<file path="config.mk">
export PLATFORM = sky130hd
export DESIGN_NAME = tdm_voice_scheduler
export DESIGN_NICKNAME = d
export VERILOG_FILES = /design/src/rtl/tdm_voice_scheduler_pkg.sv /design/src/rtl/tdm_voice_scheduler_dac.sv /design/src/rtl/tdm_voice_scheduler.sv
export SDC_FILE = /design/constraint.sdc
export NUM_CORES = 1
export LEC_CHECK = 0
export ABC_AREA = 1
export BUFFER_PORTS_ARGS = -buffer_cell sky130_fd_sc_hd__buf_2
export CORE_MARGIN = 1
export CORE_UTILIZATION = 41
export DETAILED_ROUTE_END_ITERATION = 12
export MAX_ROUTING_LAYER = met4
export PLACE_DENSITY = 0.81
export SLEW_MARGIN = 20
export SYNTH_ARGS = -nofsm -noshare
export SYNTH_HDL_FRONTEND = slang
export SYNTH_HIERARCHICAL = 1
export SYNTH_SLANG_ARGS = --single-unit
</file>
<file path="constraint.sdc">
create_clock -name dsp_clk -period 3.65 [get_ports dsp_clk]
set_input_delay 0.1825 -clock dsp_clk [delete_from_list [all_inputs] [get_ports dsp_clk]]
set_output_delay 0.1825 -clock dsp_clk [all_outputs]
set_load 0.1 [all_outputs]
</file>
<file path="src/rtl/tdm_voice_scheduler_pkg.sv">
// tdm_voice_scheduler_pkg
// Shared constants and the state encoding for the TDM voice scheduler.
// PIPE_LAT is the DAR register + summer + cast latency. The sample pipeline
// top shares this constant.
package tdm_voice_scheduler_pkg;

   localparam int NUM_VOICES     = 8;
   localparam int NUM_VOICE_BITS = 3;
   localparam int D_W            = 16;
   localparam int PIPE_LAT       = 3;
   localparam int DRAIN_W        = $clog2(PIPE_LAT + 1);

   // Channel parked on the pipeline between slots. It must be non-zero,
   // because channel 0 restarts the accumulator.
   localparam logic [NUM_VOICE_BITS-1:0] IDLE_CHAN = NUM_VOICE_BITS'(7);

   typedef enum logic [2:0] {
      ST_IDLE   = 3'd0,
      ST_REQ    = 3'd1,
      ST_WAIT   = 3'd2,
      ST_INJECT = 3'd3,
      ST_NEXT   = 3'd4,
      ST_FLUSH  = 3'd5,
      ST_DRAIN  = 3'd6
   } state_t;

endpackage

</file>
<file path="src/rtl/tdm_voice_scheduler_dac.sv">
// tdm_dac_output_holder
// Holds the captured frame sample for the DAC/PWM stage with a valid/ready
// handshake.
// Ports:
//   dsp_clk, dsp_rst : clock and synchronous active-high reset
//   capture          : load cap_data this cycle
//   cap_data         : summed u16 frame sample from the pipeline
//   dac_rdy          : downstream accept
//   dac_data/dac_vld : registered output sample and its valid flag
//   overwrite        : one-cycle pulse; a capture replaced a sample that was
//                      still unaccepted
module tdm_dac_output_holder
   import tdm_voice_scheduler_pkg::*;
(
   input  logic           dsp_clk,
   input  logic           dsp_rst,
   input  logic           capture,
   input  logic [D_W-1:0] cap_data,
   input  logic           dac_rdy,
   output logic [D_W-1:0] dac_data,
   output logic           dac_vld,
   output logic           overwrite
);

   logic [D_W-1:0] dac_data_reg, dac_data_next;
   logic           dac_vld_reg, dac_vld_next;

   always_comb begin
      dac_data_next = dac_data_reg;
      dac_vld_next  = dac_vld_reg;
      overwrite     = 1'b0;
      if (capture) begin
         // A capture always leaves valid high. If the old sample is also
         // being accepted this cycle, nothing is lost.
         dac_data_next = cap_data;
         dac_vld_next  = 1'b1;
         overwrite     = dac_vld_reg && !dac_rdy;
      end else if (dac_vld_reg && dac_rdy) begin
         dac_vld_next = 1'b0;
      end
   end

   always_ff @(posedge dsp_clk) begin
      if (dsp_rst) begin
         dac_data_reg <= '0;
         dac_vld_reg  <= 1'b0;
      end else begin
         dac_data_reg <= dac_data_next;
         dac_vld_reg  <= dac_vld_next;
      end
   end

   assign dac_data = dac_data_reg;
   assign dac_vld  = dac_vld_reg;

endmodule

</file>
<file path="src/rtl/tdm_voice_scheduler.sv">
// tdm_voice_scheduler
// Sequencer for one sample period of the 8-voice TDM pipeline. On each
// sample_tick it fetches one sample per voice (slots 0..7) and drives each
// slot onto pipe_chan/pipe_data. It then drives a flush slot and captures the
// summed result exactly PIPE_LAT cycles later into the DAC output holder.
// Ports:
//   dsp_clk, dsp_rst       : clock and synchronous active-high reset
//   sample_tick            : starts a frame
//   voice_mask             : active-voice mask; inactive voices inject zero
//   voice_req/voice_idx    : request to the voice engines
//   voice_vld/voice_data   : voice engine response
//   pipe_chan/pipe_data    : pipeline slot inputs
//   pipe_result            : pipeline summed output
//   dac_data/dac_vld/dac_rdy : output handshake
//   busy                   : a frame is in progress
//   overrun                : sticky; a tick was missed or a sample was
//                            overwritten
// Optional feature (macro TDM_OVERRUN_COUNT_EN):
//   overrun_clr            : clears overrun and overrun_cnt
//   overrun_cnt            : saturating count of overrun events
// All outputs are registered.
module tdm_voice_scheduler
   import tdm_voice_scheduler_pkg::*;
(
   input  logic                      dsp_clk,
   input  logic                      dsp_rst,
   input  logic                      sample_tick,
   input  logic [NUM_VOICES-1:0]     voice_mask,
   output logic                      voice_req,
   output logic [NUM_VOICE_BITS-1:0] voice_idx,
   input  logic                      voice_vld,
   input  logic [D_W-1:0]            voice_data,
   output logic [NUM_VOICE_BITS-1:0] pipe_chan,
   output logic [D_W-1:0]            pipe_data,
   input  logic [D_W-1:0]            pipe_result,
   output logic [D_W-1:0]            dac_data,
   output logic                      dac_vld,
   input  logic                      dac_rdy,
   output logic                      busy,
   output logic                      overrun
`ifdef TDM_OVERRUN_COUNT_EN
   ,
   input  logic                      overrun_clr,
   output logic [7:0]                overrun_cnt
`endif
);

   state_t                    state_reg, state_next;
   logic [NUM_VOICE_BITS-1:0] slot_reg, slot_next;
   logic [DRAIN_W-1:0]        drain_reg, drain_next;
   logic                      voice_req_reg, voice_req_next;
   logic [NUM_VOICE_BITS-1:0] voice_idx_reg, voice_idx_next;
   logic [NUM_VOICE_BITS-1:0] pipe_chan_reg, pipe_chan_next;
   logic [D_W-1:0]            pipe_data_reg, pipe_data_next;
   logic                      busy_reg, busy_next;
   logic                      overrun_reg, overrun_next;
   logic                      capture;
   logic                      tick_drop;
   logic                      overwrite;

   // A tick is dropped whenever a frame is in progress. This includes the
   // capture cycle, because busy_reg is still high then.
   assign tick_drop = sample_tick && busy_reg;

   always_comb begin
      state_next     = state_reg;
      slot_next      = slot_reg;
      drain_next     = drain_reg;
      voice_req_next = 1'b0;
      voice_idx_next = voice_idx_reg;
      // Non-slot cycles park the pipeline on IDLE_CHAN with zero data, so the
      // accumulator adds nothing.
      pipe_chan_next = IDLE_CHAN;
      pipe_data_next = '0;
      busy_next      = busy_reg;
      capture        = 1'b0;

      case (state_reg)
         ST_IDLE: begin
            if (sample_tick) begin
               busy_next  = 1'b1;
               slot_next  = '0;
               state_next = voice_mask[0] ? ST_REQ : ST_INJECT;
            end
         end
         ST_REQ: begin
            voice_req_next = 1'b1;
            voice_idx_next = slot_reg;
            state_next     = ST_WAIT;
         end
         ST_WAIT: begin
            if (voice_vld) begin
               pipe_chan_next = slot_reg;
               pipe_data_next = voice_data;
               state_next     = ST_NEXT;
            end
         end
         ST_INJECT: begin
            pipe_chan_next = slot_reg;
            state_next     = ST_NEXT;
         end
         ST_NEXT: begin
            if (slot_reg == NUM_VOICE_BITS'(NUM_VOICES - 1)) begin
               state_next = ST_FLUSH;
            end else begin
               slot_next  = slot_reg + NUM_VOICE_BITS'(1);
               state_next = voice_mask[slot_next] ? ST_REQ : ST_INJECT;
            end
         end
         ST_FLUSH: begin
            // Channel 0 with zero data makes the summer emit the frame sum.
            pipe_chan_next = '0;
            drain_next     = DRAIN_W'(PIPE_LAT);
            state_next     = ST_DRAIN;
         end
         ST_DRAIN: begin
            // The counter reaches zero in the cycle that is PIPE_LAT cycles
            // after the flush drive cycle. pipe_result holds the sum then.
            if (drain_reg == '0) begin
               capture    = 1'b1;
               busy_next  = 1'b0;
               state_next = ST_IDLE;
            end else begin
               drain_next = drain_reg - DRAIN_W'(1);
            end
         end
         default: state_next = ST_IDLE;
      endcase
   end

`ifdef TDM_OVERRUN_COUNT_EN
   logic [7:0] overrun_cnt_reg, overrun_cnt_next;
   logic [8:0] cnt_sum;

   always_comb begin
      cnt_sum = {1'b0, overrun_cnt_reg} + 9'(tick_drop) + 9'(overwrite);
      overrun_cnt_next = cnt_sum[8] ? 8'hFF : cnt_sum[7:0];
      overrun_next     = overrun_reg | tick_drop | overwrite;
      if (overrun_clr) begin
         overrun_cnt_next = '0;
         overrun_next     = 1'b0;
      end
   end

   always_ff @(posedge dsp_clk) begin
      if (dsp_rst) overrun_cnt_reg <= '0;
      else         overrun_cnt_reg <= overrun_cnt_next;
   end

   assign overrun_cnt = overrun_cnt_reg;
`else
   always_comb overrun_next = overrun_reg | tick_drop | overwrite;
`endif

   always_ff @(posedge dsp_clk) begin
      if (dsp_rst) begin
         state_reg     <= ST_IDLE;
         slot_reg      <= '0;
         drain_reg     <= '0;
         voice_req_reg <= 1'b0;
         voice_idx_reg <= '0;
         pipe_chan_reg <= IDLE_CHAN;
         pipe_data_reg <= '0;
         busy_reg      <= 1'b0;
         overrun_reg   <= 1'b0;
      end else begin
         state_reg     <= state_next;
         slot_reg      <= slot_next;
         drain_reg     <= drain_next;
         voice_req_reg <= voice_req_next;
         voice_idx_reg <= voice_idx_next;
         pipe_chan_reg <= pipe_chan_next;
         pipe_data_reg <= pipe_data_next;
         busy_reg      <= busy_next;
         overrun_reg   <= overrun_next;
      end
   end

   tdm_dac_output_holder u_dac (
      .dsp_clk   (dsp_clk),
      .dsp_rst   (dsp_rst),
      .capture   (capture),
      .cap_data  (pipe_result),
      .dac_rdy   (dac_rdy),
      .dac_data  (dac_data),
      .dac_vld   (dac_vld),
      .overwrite (overwrite)
   );

   assign voice_req = voice_req_reg;
   assign voice_idx = voice_idx_reg;
   assign pipe_chan = pipe_chan_reg;
   assign pipe_data = pipe_data_reg;
   assign busy      = busy_reg;
   assign overrun   = overrun_reg;

endmodule

</file>
==> summary.txt, run 1 <==
Outcome
  • Status: finished, final reports clean

Routing
  • # DRC: 0
  • 1st-iter DRT viols: 67
  • WL/cell: 10.2 um
  • Drt first pass iters: 4
  • WL final: 3.90 mm
  • Vias: 1,754
  • Antenna Nets Post-Route: 0
  • Vias per cell: 4.60

STA
  • Fmax: 496 MHz
  • Final min period: 2.02 ns
  • Sum Neg Setup Slack: 0 ns
  • Fin crit share: 55.3%
  • Relative slew slack: 45.2%
  • Max-slew violations: 0
  • Clk_skew: 0.0105 ns
  • Setup violators final: 0
  • Hold Fails Final Rpt: 0
  • Worst-margin pin slew: 0.819 ns
  • RSZ-0062 raised after global routing: no

GRT
  • Initial antenna violation count: 0
  • Total track usage: 17.6%
  • GRT overflow: 0
  • Pin count of the biggest net entering global routing: 19
  • Vias in the first global route: 1,627
  • First-pass GRT wire length: 6.75 mm

Clock tree
  • # Post-CTS Setup Buffers: 0
  • Sinks on the clock net: 50
  • TritonCTS clock tree: yes
  • Maximum clock path buffer count: 2
  • Post-CTS sizing: 0
  • Num CTS Buffers: 5
  • Clock latency on the worst-skew pair: 0.30 ns
  • Htree depth: 2
  • CTS root buf: clkbuf_8
  • Clock-pin slew on the worst setup and hold paths: 0.09 ns
  • Post-CTS Hold Buffers: 0

Logic synthesis
  • Ys flop type: dfxtp_1
  • Post-synth top area cell: dfxtp_1
  • Main area contributors after synthesis: dfxtp_1, nor2_1, inv_1, o21ai_0, nand2_1
  • Commonest cells post-synth: nor2_1, dfxtp_1, inv_1
  • Synthesized cell area: 1880 sq um
  • Post-synth EDFFs: 0
  • Ys async rst share: 0%
  • Sequential share of the synthesized area: 53.2%
  • Most frequent cell after synthesis: nor2_1
  • Yosys top cell area share: 53.2%
  • Yosys warns: 6
  • Average size of a mapped cell: 7.81 sq um
  • Cell variety after synth: 26
  • Mapped Cells: 241
  • Synth Register Bits: 50
  • Syn Nets: 289

Setup path
  • Crit path DAT: 2.25 ns
  • Critical Path End Type: flip-flop
  • Startpoint Class: flip-flop
  • Critical path class: reg2reg
  • CP Data Required Time: 3.89 ns
  • CP max FO: 18

Finish
  • Design area: 2450 sq um
  • Layout cell share with drive strength beyond 1: 34.0%
  • Area grow syn2layout: 30.2%
  • Antenna Cells: 0
  • Nets: 377

Floorplan
  • Die Area: 4870 sq um
  • Die Wd: 69.8 um
  • Placeable core area: 4380 sq um
  • Initial Utilization: 43.0%
  • Top-Level Pins: 87
  • # rows: 24
  • Die Height: 69.8 um

Placement
  • GP Congestion: 0.860
  • Dpl cell area: 2340 sq um
  • Post-DP HPWL: 3.01 mm
  • IO Port Bufs: 86

Flow run
  • Max cap viols: 0

Min path
  • Worst hold path class: in2reg

Power
  • Max VDD drop: 372 uV
  • Power per cell area: 694 nW/um^2
  • Static Leak: 1.33 nW
  • Total power: 1.70 mW
==> final timing paths <==
kind                                     start             to  slack (ns)  depth (start not counted)
worst max register to register    state_reg[2]        overrun        1.63                          6
worst min register to register    voice_idx[0]   voice_idx[0]        0.44                          2
worst max-delay path              state_reg[2]        overrun        1.63                          6
worst min-delay path            voice_data[11]  pipe_data[11]        0.09                          3
==> report_power, final <==
group	leakage (nW)	switching, mW	internal, mW
combinational	0.874	0.523	0.141
clock	0.0542	0.173	0.202
sequential	0.405	0.0522	0.612
==> logic make-up after synthesis <==
kind of cell               Yosys count  share of synthesized area, %
DFF                                 50                          53.2
buffers and inverters               44                          9.57
adders and majority gates            3                          1.99
AOI/OAI and AO/OA                   43                          12.2
and+or+nand+nor                    101                          23.1
==> cell type report <==
type | count | area, sq um
tap | 52 | 65.1
inverter | 39 | 146
clock inverter | 2 | 38.8
clock buffer | 5 | 68.8
sequential | 50 | 1000
fill | 409 | 1930
multi-input combinational | 147 | 702
timing repair buffer | 86 | 430
==> per-stage QoR <==
| stage | cells | utilization (%) | setup slack [ns] | hold WS [ns] |
|---|---|---|---|---|
| 2_1_floorplan | 241 | - | 2.16 | 0.245 |
| 3_3_place_gp | 374 | 53.5 | 1.68 | 0.395 |
| 3_5_place_dp | 374 | 53.5 | 1.65 | 0.401 |
| 4_1_cts | 381 | 55.9 | 1.64 | 0.0708 |
| 5_1_grt | 381 | 55.9 | 1.33 | 0.0772 |
| 6_report | 381 | 55.9 | 1.63 | 0.0858 |
==> placed cells by master (no fill, tap or decap), types with 7 or more instances in the layout <==
cell type	count
a21oi_1	12
buf_2	86
dfxtp_1	50
inv_1	30
inv_2	9
nand2_1	24
nand3_1	8
nor2_1	60
o21ai_0	19
o21ai_1	7
==> critical path, stage by stage (launching register included) <==
cell and delay (ns):
dfxtp_1 0.49, nand3_2 0.16, nor2_1 0.65, inv_2 0.31, nor2_1 0.19, nor2_1 0.05
a21oi_1 0.11
==> metal layers <==
metal | GRT usage (%) | up-vias | part of all wire (%)
met4 | 8.00 | 0 | 1.8
met3 | 3.78 | 5 | 5.1
met2 | 28.7 | 59 | 47
met5 | - | - | 0
met1 | 20.7 | 765 | 47
li1 | - | 925 | -
(Power assumes the default switching activity.)
==> inputs of run 2 (changes only) <==
--- a/config.mk
+++ b/config.mk
@@ -5,13 +5,13 @@
 export SDC_FILE = /design/constraint.sdc
 export NUM_CORES = 1
 export LEC_CHECK = 0
-export ABC_AREA = 1
+export ABC_AREA = 0
 export BUFFER_PORTS_ARGS = -buffer_cell sky130_fd_sc_hd__buf_2
 export CORE_MARGIN = 1
 export CORE_UTILIZATION = 41
 export DETAILED_ROUTE_END_ITERATION = 12
 export MAX_ROUTING_LAYER = met4
-export PLACE_DENSITY = 0.81
+export PLACE_DENSITY = 0.83
 export SLEW_MARGIN = 20
 export SYNTH_ARGS = -nofsm -noshare
 export SYNTH_HDL_FRONTEND = slang
==> constraint.sdc (replaced) <==
create_clock -name dsp_clk -period 1.82 [get_ports dsp_clk]
set_input_delay 0.091 -clock dsp_clk [delete_from_list [all_inputs] [get_ports dsp_clk]]
set_output_delay 0.091 -clock dsp_clk [all_outputs]
set_load 0.1 [all_outputs]
==> run 2 against run 1 <==
Critical path type unchanged. First-iteration DRC count is 51% lower. Sequential share of layout area fell by 2.6 points. Largest power group unchanged. Largest cell class unchanged. Core utilization is 3.4 points higher.
==> summary.txt, run 2 <==
Finish
  • Nets: 335 (was 377)
  • Commonest non-fill, non-tap cell in the layout: buf_2 (unchanged)
  • Design area: 2620 sq um (was 2450 sq um)
  • Antenna Cells: 0 (unchanged)
  • Area grow syn2layout: 37.6% (was 30.2%)
  • Layout cell share with drive strength beyond 1: 36.1% (was 34.0%)
  • Most frequent cells in the layout: buf_2, dfxtp_1, nor2_1 (was buf_2, nor2_1, dfxtp_1)

Min path
  • Worst hold path class: in2reg (unchanged)

Setup path
  • Startpoint Class: flip-flop (unchanged)
  • CP Data Required Time: 2.07 ns (was 3.89 ns)
  • CP max FO: 4 (was 18)
  • Crit path DAT: 1.87 ns (was 2.25 ns)
  • Critical path class: reg2reg (unchanged)
  • Critical Path End Type: flip-flop (unchanged)

Floorplan
  • Initial Utilization: 43.1% (was 43.0%)
  • Die Area: 4920 sq um (was 4870 sq um)
  • Placeable core area: 4410 sq um (was 4380 sq um)
  • Die Height: 70.2 um (was 69.8 um)
  • Die Wd: 70.2 um (was 69.8 um)
  • Top-Level Pins: 87 (unchanged)
  • # rows: 24 (unchanged)

Power
  • Max VDD drop: 425 uV (was 372 uV)
  • Total power: 2.15 mW (was 1.70 mW)
  • Comb pwr share: 16.6% (was 39.0%)
  • P_int: 1.54 mW (was 0.954 mW)
  • Net Sw Frac: 28.2% (was 44.0%)
  • Static Leak: 1.23 nW (was 1.33 nW)
  • Clk pwr share: 30.5% (was 22.0%)
  • Switch Pwr: 0.606 mW (was 0.748 mW)
  • Power per cell area: 820 nW/um^2 (was 694 nW/um^2)
  • Share of power burned in registers: 52.9% (was 39.0%)

GRT
  • Vias in the first global route: 1,546 (was 1,627)
  • First-pass GRT wire length: 6.43 mm (was 6.75 mm)
  • Initial antenna violation count: 0 (unchanged)
  • GRT overflow: 0 (unchanged)
  • Pin count of the biggest net entering global routing: 20 (was 19)
  • Total track usage: 16.9% (was 17.6%)

Routing
  • Antenna Nets Post-Route: 0 (unchanged)
  • WL final: 3.97 mm (was 3.90 mm)
  • Vias per cell: 4.78 (was 4.60)
  • # DRC: 0 (unchanged)
  • Drt first pass iters: 4 (unchanged)
  • Metal2 WL: 2.03 mm (was 1.81 mm)
  • 1st-iter DRT viols: 33 (was 67)
  • DR WL met3: 229 um (was 198 um)
  • WL/cell: 11.7 um (was 10.2 um)
  • Met1 Routed Length: 1.69 mm (was 1.81 mm)
  • DR top layer: met4 (unchanged)
  • Vias: 1,625 (was 1,754)

Logic synthesis
  • Synthesized cell area: 1900 sq um (was 1880 sq um)
  • Yosys top cell area share: 52.6% (was 53.2%)
  • Cell variety after synth: 32 (was 26)
  • Synth Register Bits: 50 (unchanged)
  • Sequential share of the synthesized area: 52.6% (was 53.2%)
  • Ys flop type: dfxtp_1 (unchanged)
  • Post-synth top area cell: dfxtp_1 (unchanged)
  • Post-synth EDFFs: 0 (unchanged)
  • Ys async rst share: 0% (unchanged)
  • Most frequent cell after synthesis: dfxtp_1 (was nor2_1)
  • Main area contributors after synthesis: dfxtp_1, mux2i_1, nor2_1, and2_1, mux4_1 (was dfxtp_1, nor2_1, inv_1, o21ai_0, nand2_1)
  • Average size of a mapped cell: 10.3 sq um (was 7.81 sq um)
  • Syn Nets: 232 (was 289)
  • Commonest cells post-synth: dfxtp_1, nor2_1, mux2i_1 (was nor2_1, dfxtp_1, inv_1)
  • Mapped Cells: 184 (was 241)
  • Yosys warns: 6 (unchanged)

STA
  • Fin crit share: 89.4% (was 55.3%)
  • Hold Fails Final Rpt: 0 (unchanged)
  • Max-slew violations: 0 (unchanged)
  • Final min period: 1.63 ns (was 2.02 ns)
  • Clk_skew: 0.0106 ns (was 0.0105 ns)
  • Relative slew slack: 67.3% (was 45.2%)
  • Fmax: 614 MHz (was 496 MHz)
  • Setup violators final: 0 (unchanged)
  • Sum Neg Setup Slack: 0 ns (unchanged)
  • RSZ-0062 raised after global routing: no (unchanged)
  • Min Hold Slack: 0.0107 ns (was 0.0858 ns)
  • Worst-margin pin slew: 0.493 ns (was 0.819 ns)

Clock tree
  • Clock-pin slew on the worst setup and hold paths: 0.09 ns (about the same)
  • Maximum clock path buffer count: 2 (unchanged)
  • Htree depth: 2 (unchanged)
  • Sinks on the clock net: 50 (unchanged)
  • TritonCTS clock tree: yes (unchanged)
  • Num CTS Buffers: 5 (unchanged)
  • Clock latency on the worst-skew pair: 0.30 ns (about the same)
  • CTS root buf: clkbuf_8 (unchanged)

Placement
  • Post-DP HPWL: 2.76 mm (was 3.01 mm)
  • Dpl cell area: 2380 sq um (was 2340 sq um)
  • GP Congestion: 0.913 (was 0.860)
  • IO Port Bufs: 86 (unchanged)

Flow run
  • Max cap viols: 0 (unchanged)

Outcome
  • Status: finished, final reports clean (unchanged)
run 2: kinds of logic (layout without fill, tap and decap cells):
family | count (synthesis) | count (layout) | synth area share [%]
buf+inv | 16 | 120 | 5.19
fa+ha+maj | 3 | 3 | 1.97
mux | 20 | 20 | 12.2
simple gates | 67 | 67 | 18.3
flops | 50 | 50 | 52.6
compound gates | 28 | 28 | 9.72
run 2: final timing paths:
check,startpoint,slack (ns),cells after the start,endpoint
worst min register to register,voice_idx[1],0.48,2,voice_idx[1]
worst max register to register,slot_reg[1],0.19,4,state_reg[1]
worst min-delay path,voice_data[13],0.01,2,pipe_data[13]
worst max-delay path,slot_reg[1],0.19,4,state_reg[1]
run 2: repair_timing:
item / CTS / global route
gates resized for setup: 0 / 0
hold buffers: 13 / 1
buffers inserted: 0 / 0
hold endpoints to repair: 13 / 1
run 2: stage by stage:
step	std cells	setup WS [ns]	util [%]
after detailed placement	318	0.205	54.0
after floorplan	184	0.247	-
after CTS	339	0.182	59.1
final	340	0.193	59.4
after global routing	340	0.105	59.4
after global placement	318	0.264	54.0
run 2: cell type report:
class,instances,area (sq um)
Fill cell,385,1790
Sequential cell,50,1000
Multi-Input combinational cell,118,805
Timing Repair Buffer,107,636
Clock buffer,6,82.6
Tap cell,52,65.1
Inverter,5,18.8
Clock inverter,2,12.5
run 2: worst max-delay path: stages (launching register included):
cell	delay, ns
dfxtp_1	0.36
ha_1	0.34
mux4_1	0.55
mux2i_1	0.15
a41o_1	0.18
run 2: per-layer routing:
metal	global-route usage, %	vias to the layer above
met4	6.44	0
met2	29.1	61
met1	18.7	733
li1	-	827
met5	-	-
met3	4.33	4
run 2: power groups by stage:
| stage | registers, mW | logic [mW] | clock network, mW |
|---|---|---|---|
| after global routing | 1.14 | 0.380 | 0.730 |
| after global placement | 1.16 | 0.329 | 0 |
| final | 1.14 | 0.357 | 0.656 |
| after CTS | 1.14 | 0.356 | 0.685 |
| after detailed placement | 1.16 | 0.334 | 0 |
| after floorplan | 1.30 | 0.109 | 0 |
==> inputs of run 3 (changes only) <==
--- a/config.mk
+++ b/config.mk
@@ -7,8 +7,10 @@
 export LEC_CHECK = 0
 export ABC_AREA = 0
 export BUFFER_PORTS_ARGS = -buffer_cell sky130_fd_sc_hd__buf_2
+export CORE_ASPECT_RATIO = 0.5
 export CORE_MARGIN = 1
 export CORE_UTILIZATION = 41
+export CTS_CLUSTER_DIAMETER = 30
 export DETAILED_ROUTE_END_ITERATION = 12
 export MAX_ROUTING_LAYER = met4
 export PLACE_DENSITY = 0.83
@@ -17,3 +19,4 @@
 export SYNTH_HDL_FRONTEND = slang
 export SYNTH_HIERARCHICAL = 1
 export SYNTH_SLANG_ARGS = --single-unit
+export TNS_END_PERCENT = 1
==> run 3 against run 2 <==
Critical path depth is the same. Final cell count is 1.2% higher. Clock power barely moved. Power barely moved. Register-to-register slack lost 0.04 ns. Cell area is 0.14% higher. Maximum frequency fell by 2.2%. Clock-buffer cell count unchanged. Worst hold slack gained 0.015 ns. Via count up 4.4%. Largest power group unchanged. Highest routed layer unchanged.
==> summary.txt, run 3 (same netlist as run 2, synthesis figures left out) <==
Outcome
  • Status: finished, final reports clean (unchanged)

Clock tree
  • Clock-pin slew on the worst setup and hold paths: 0.09 ns (about the same)
  • Maximum clock path buffer count: 2 (unchanged)
  • Sinks on the clock net: 50 (unchanged)
  • CTS root buf: clkbuf_8 (unchanged)
  • Clock latency on the worst-skew pair: 0.29 ns (was 0.30 ns)
  • Num CTS Buffers: 5 (unchanged)
  • Htree depth: 2 (unchanged)
  • # Post-CTS Setup Buffers: 0 (unchanged)
  • TritonCTS clock tree: yes (unchanged)

Setup path
  • Critical Path End Type: flip-flop (unchanged)
  • Worst path slowest cell: mux4_1 (unchanged)
  • Top Family by Delay on Critical Path: multiplexers (unchanged)
  • Worst stage delay on the critical path: 0.55 ns (about the same)
  • Crit path DAT: 1.91 ns (was 1.87 ns)
  • Reg-to-Reg End: state_reg[1] (unchanged)
  • Critical path class: reg2reg (unchanged)
  • Worst path cell trace: ha_4 > mux4_1 > mux2i_1 > a41o_1 (was ha_1 > mux4_1 > mux2i_1 > a41o_1)
  • Worst reg2reg path depth: 4 (unchanged)
  • CP Buf/Inv Count: 0 (unchanged)
  • Worst R2R Setup Slack: 0.16 ns (was 0.19 ns)
  • Reg2reg start: slot_reg[0] (was slot_reg[1])
  • Levels on crit path: 4 (unchanged)
  • CP Data Required Time: 2.06 ns (was 2.07 ns)
  • CP max FO: 6 (was 4)
  • Startpoint Class: flip-flop (unchanged)

Placement
  • Post-DP HPWL: 3.05 mm (was 2.76 mm)
  • GP Congestion: 0.794 (was 0.913)
  • IO Port Bufs: 86 (unchanged)

Floorplan
  • Initial Utilization: 43.0% (was 43.1%)
  • Die Height: 50.2 um (was 70.2 um)
  • Die Wd: 98.4 um (was 70.2 um)
  • # rows: 17 (was 24)
  • Placeable core area: 4420 sq um (was 4410 sq um)
  • Top-Level Pins: 87 (unchanged)
  • Die Area: 4940 sq um (was 4920 sq um)

Min path
  • Worst hold path class: in2reg (unchanged)
  • Hold path depth: 3 (was 2)
  • Hold Path Origin: pipe_result[9] (was voice_data[13])
  • Worst hold endpoint: u_dac/dac_data[9] (was pipe_data[13])

Finish
  • Nets: 334 (was 335)
  • Post-Route Utilization: 59.3% (was 59.4%)
  • FILL cells: 361 (was 385)
  • Layout cell share with drive strength beyond 1: 35.5% (was 36.1%)
  • Antenna Cells: 0 (unchanged)
  • Most frequent cells in the layout: buf_2, dfxtp_1, nor2_1 (unchanged)
  • Area grow syn2layout: 37.8% (was 37.6%)
  • Commonest non-fill, non-tap cell in the layout: buf_2 (unchanged)

STA
  • Min Hold Slack: 0.0257 ns (was 0.0107 ns)
  • Hold Fails Final Rpt: 0 (unchanged)
  • Fin crit share: 91.4% (was 89.4%)
  • Fmax: 601 MHz (was 614 MHz)
  • Sum Neg Setup Slack: 0 ns (unchanged)
  • Setup violators final: 0 (unchanged)
  • RSZ-0062 raised after global routing: no (unchanged)
  • Max-slew violations: 0 (unchanged)
  • Final min period: 1.66 ns (was 1.63 ns)
  • Relative slew slack: 56.0% (was 67.3%)
  • Worst-margin pin slew: 0.655 ns (was 0.493 ns)
  • Clk_skew: 0.00362 ns (was 0.0106 ns)

Routing
  • 1st-iter DRT viols: 129 (was 33)
  • # DRC: 0 (unchanged)
  • Vias per cell: 4.93 (was 4.78)
  • WL final: 4.57 mm (was 3.97 mm)
  • Drt first pass iters: 6 (was 4)
  • WL/cell: 13.3 um (was 11.7 um)
  • Antenna Nets Post-Route: 0 (unchanged)
  • Vias: 1,697 (was 1,625)

GRT
  • GRT overflow: 0 (unchanged)
  • Vias in the first global route: 1,633 (was 1,546)
  • Total track usage: 19.4% (was 16.9%)
  • Initial antenna violation count: 0 (unchanged)
  • First-pass GRT wire length: 7.22 mm (was 6.43 mm)
  • Pin count of the biggest net entering global routing: 20 (unchanged)

Flow run
  • Max cap viols: 0 (unchanged)

Power
  • Static Leak: 1.21 nW (was 1.23 nW)
  • Max VDD drop: 323 uV (was 425 uV)
  • Power per cell area: 820 nW/um^2 (about the same)
  • Total power: 2.15 mW (about the same)
[run 3: layout make-up]
class	count	area, sq um	area share (%)
sequential	50	1000	38.1
multi-input combinational	118	817	31.1
timing repair buffer	106	621	23.7
clock buffer	6	82.6	3.15
tap	57	71.3	2.72
inverter	5	18.8	0.715
clock inverter	2	12.5	0.477
[run 3: tightest hold or removal path: stages]
cell     delay (ns)
buf_2          0.07
mux2i_1        0.05
nor2_1         0.07
[run 3: worst max path at each step]
stage | startpoint | to
3_3_place_gp | slot_reg[0] | state_reg[1]
5_1_grt | slot_reg[0] | state_reg[1]
2_1_floorplan | slot_reg[0] | state_reg[1]
3_5_place_dp | slot_reg[0] | state_reg[1]
4_1_cts | slot_reg[0] | state_reg[1]
6_report | slot_reg[0] | state_reg[1]
[run 3: timing repair]
action                     CTS  global route
hold endpoints to repair    14             2
hold buffers                14             2
gates resized for setup      0             1
setup endpoints to repair    0             1
[run 3: per-stage QoR]
step | std cells | setup WS, ns | area (sq um)
after global routing | 344 | 0.0319 | 2620
after global placement | 320 | 0.198 | 2360
after detailed placement | 320 | 0.127 | 2360
after CTS | 342 | 0.0978 | 2590
after floorplan | 184 | 0.247 | 1900
final | 344 | 0.156 | 2620
[run 3: report_power, final]
| group | internal (mW) | switching, mW |
|---|---|---|
| clock network | 0.306 | 0.347 |
| logic | 0.117 | 0.238 |
| registers | 1.12 | 0.0231 |
| total | 1.54 | 0.609 |
[run 3: layer usage]
layer / track usage (%) / up-vias / wire (um) / part of all wire, %
li1: - / 826 / - / -
met1: 20.3 / 801 / 1760 / 38
met2: 36.2 / 56 / 2480 / 54
met3: 4.46 / 14 / 203 / 4.4
met4: 7.96 / 0 / 128 / 2.8
met5: - / - / 0 / 0
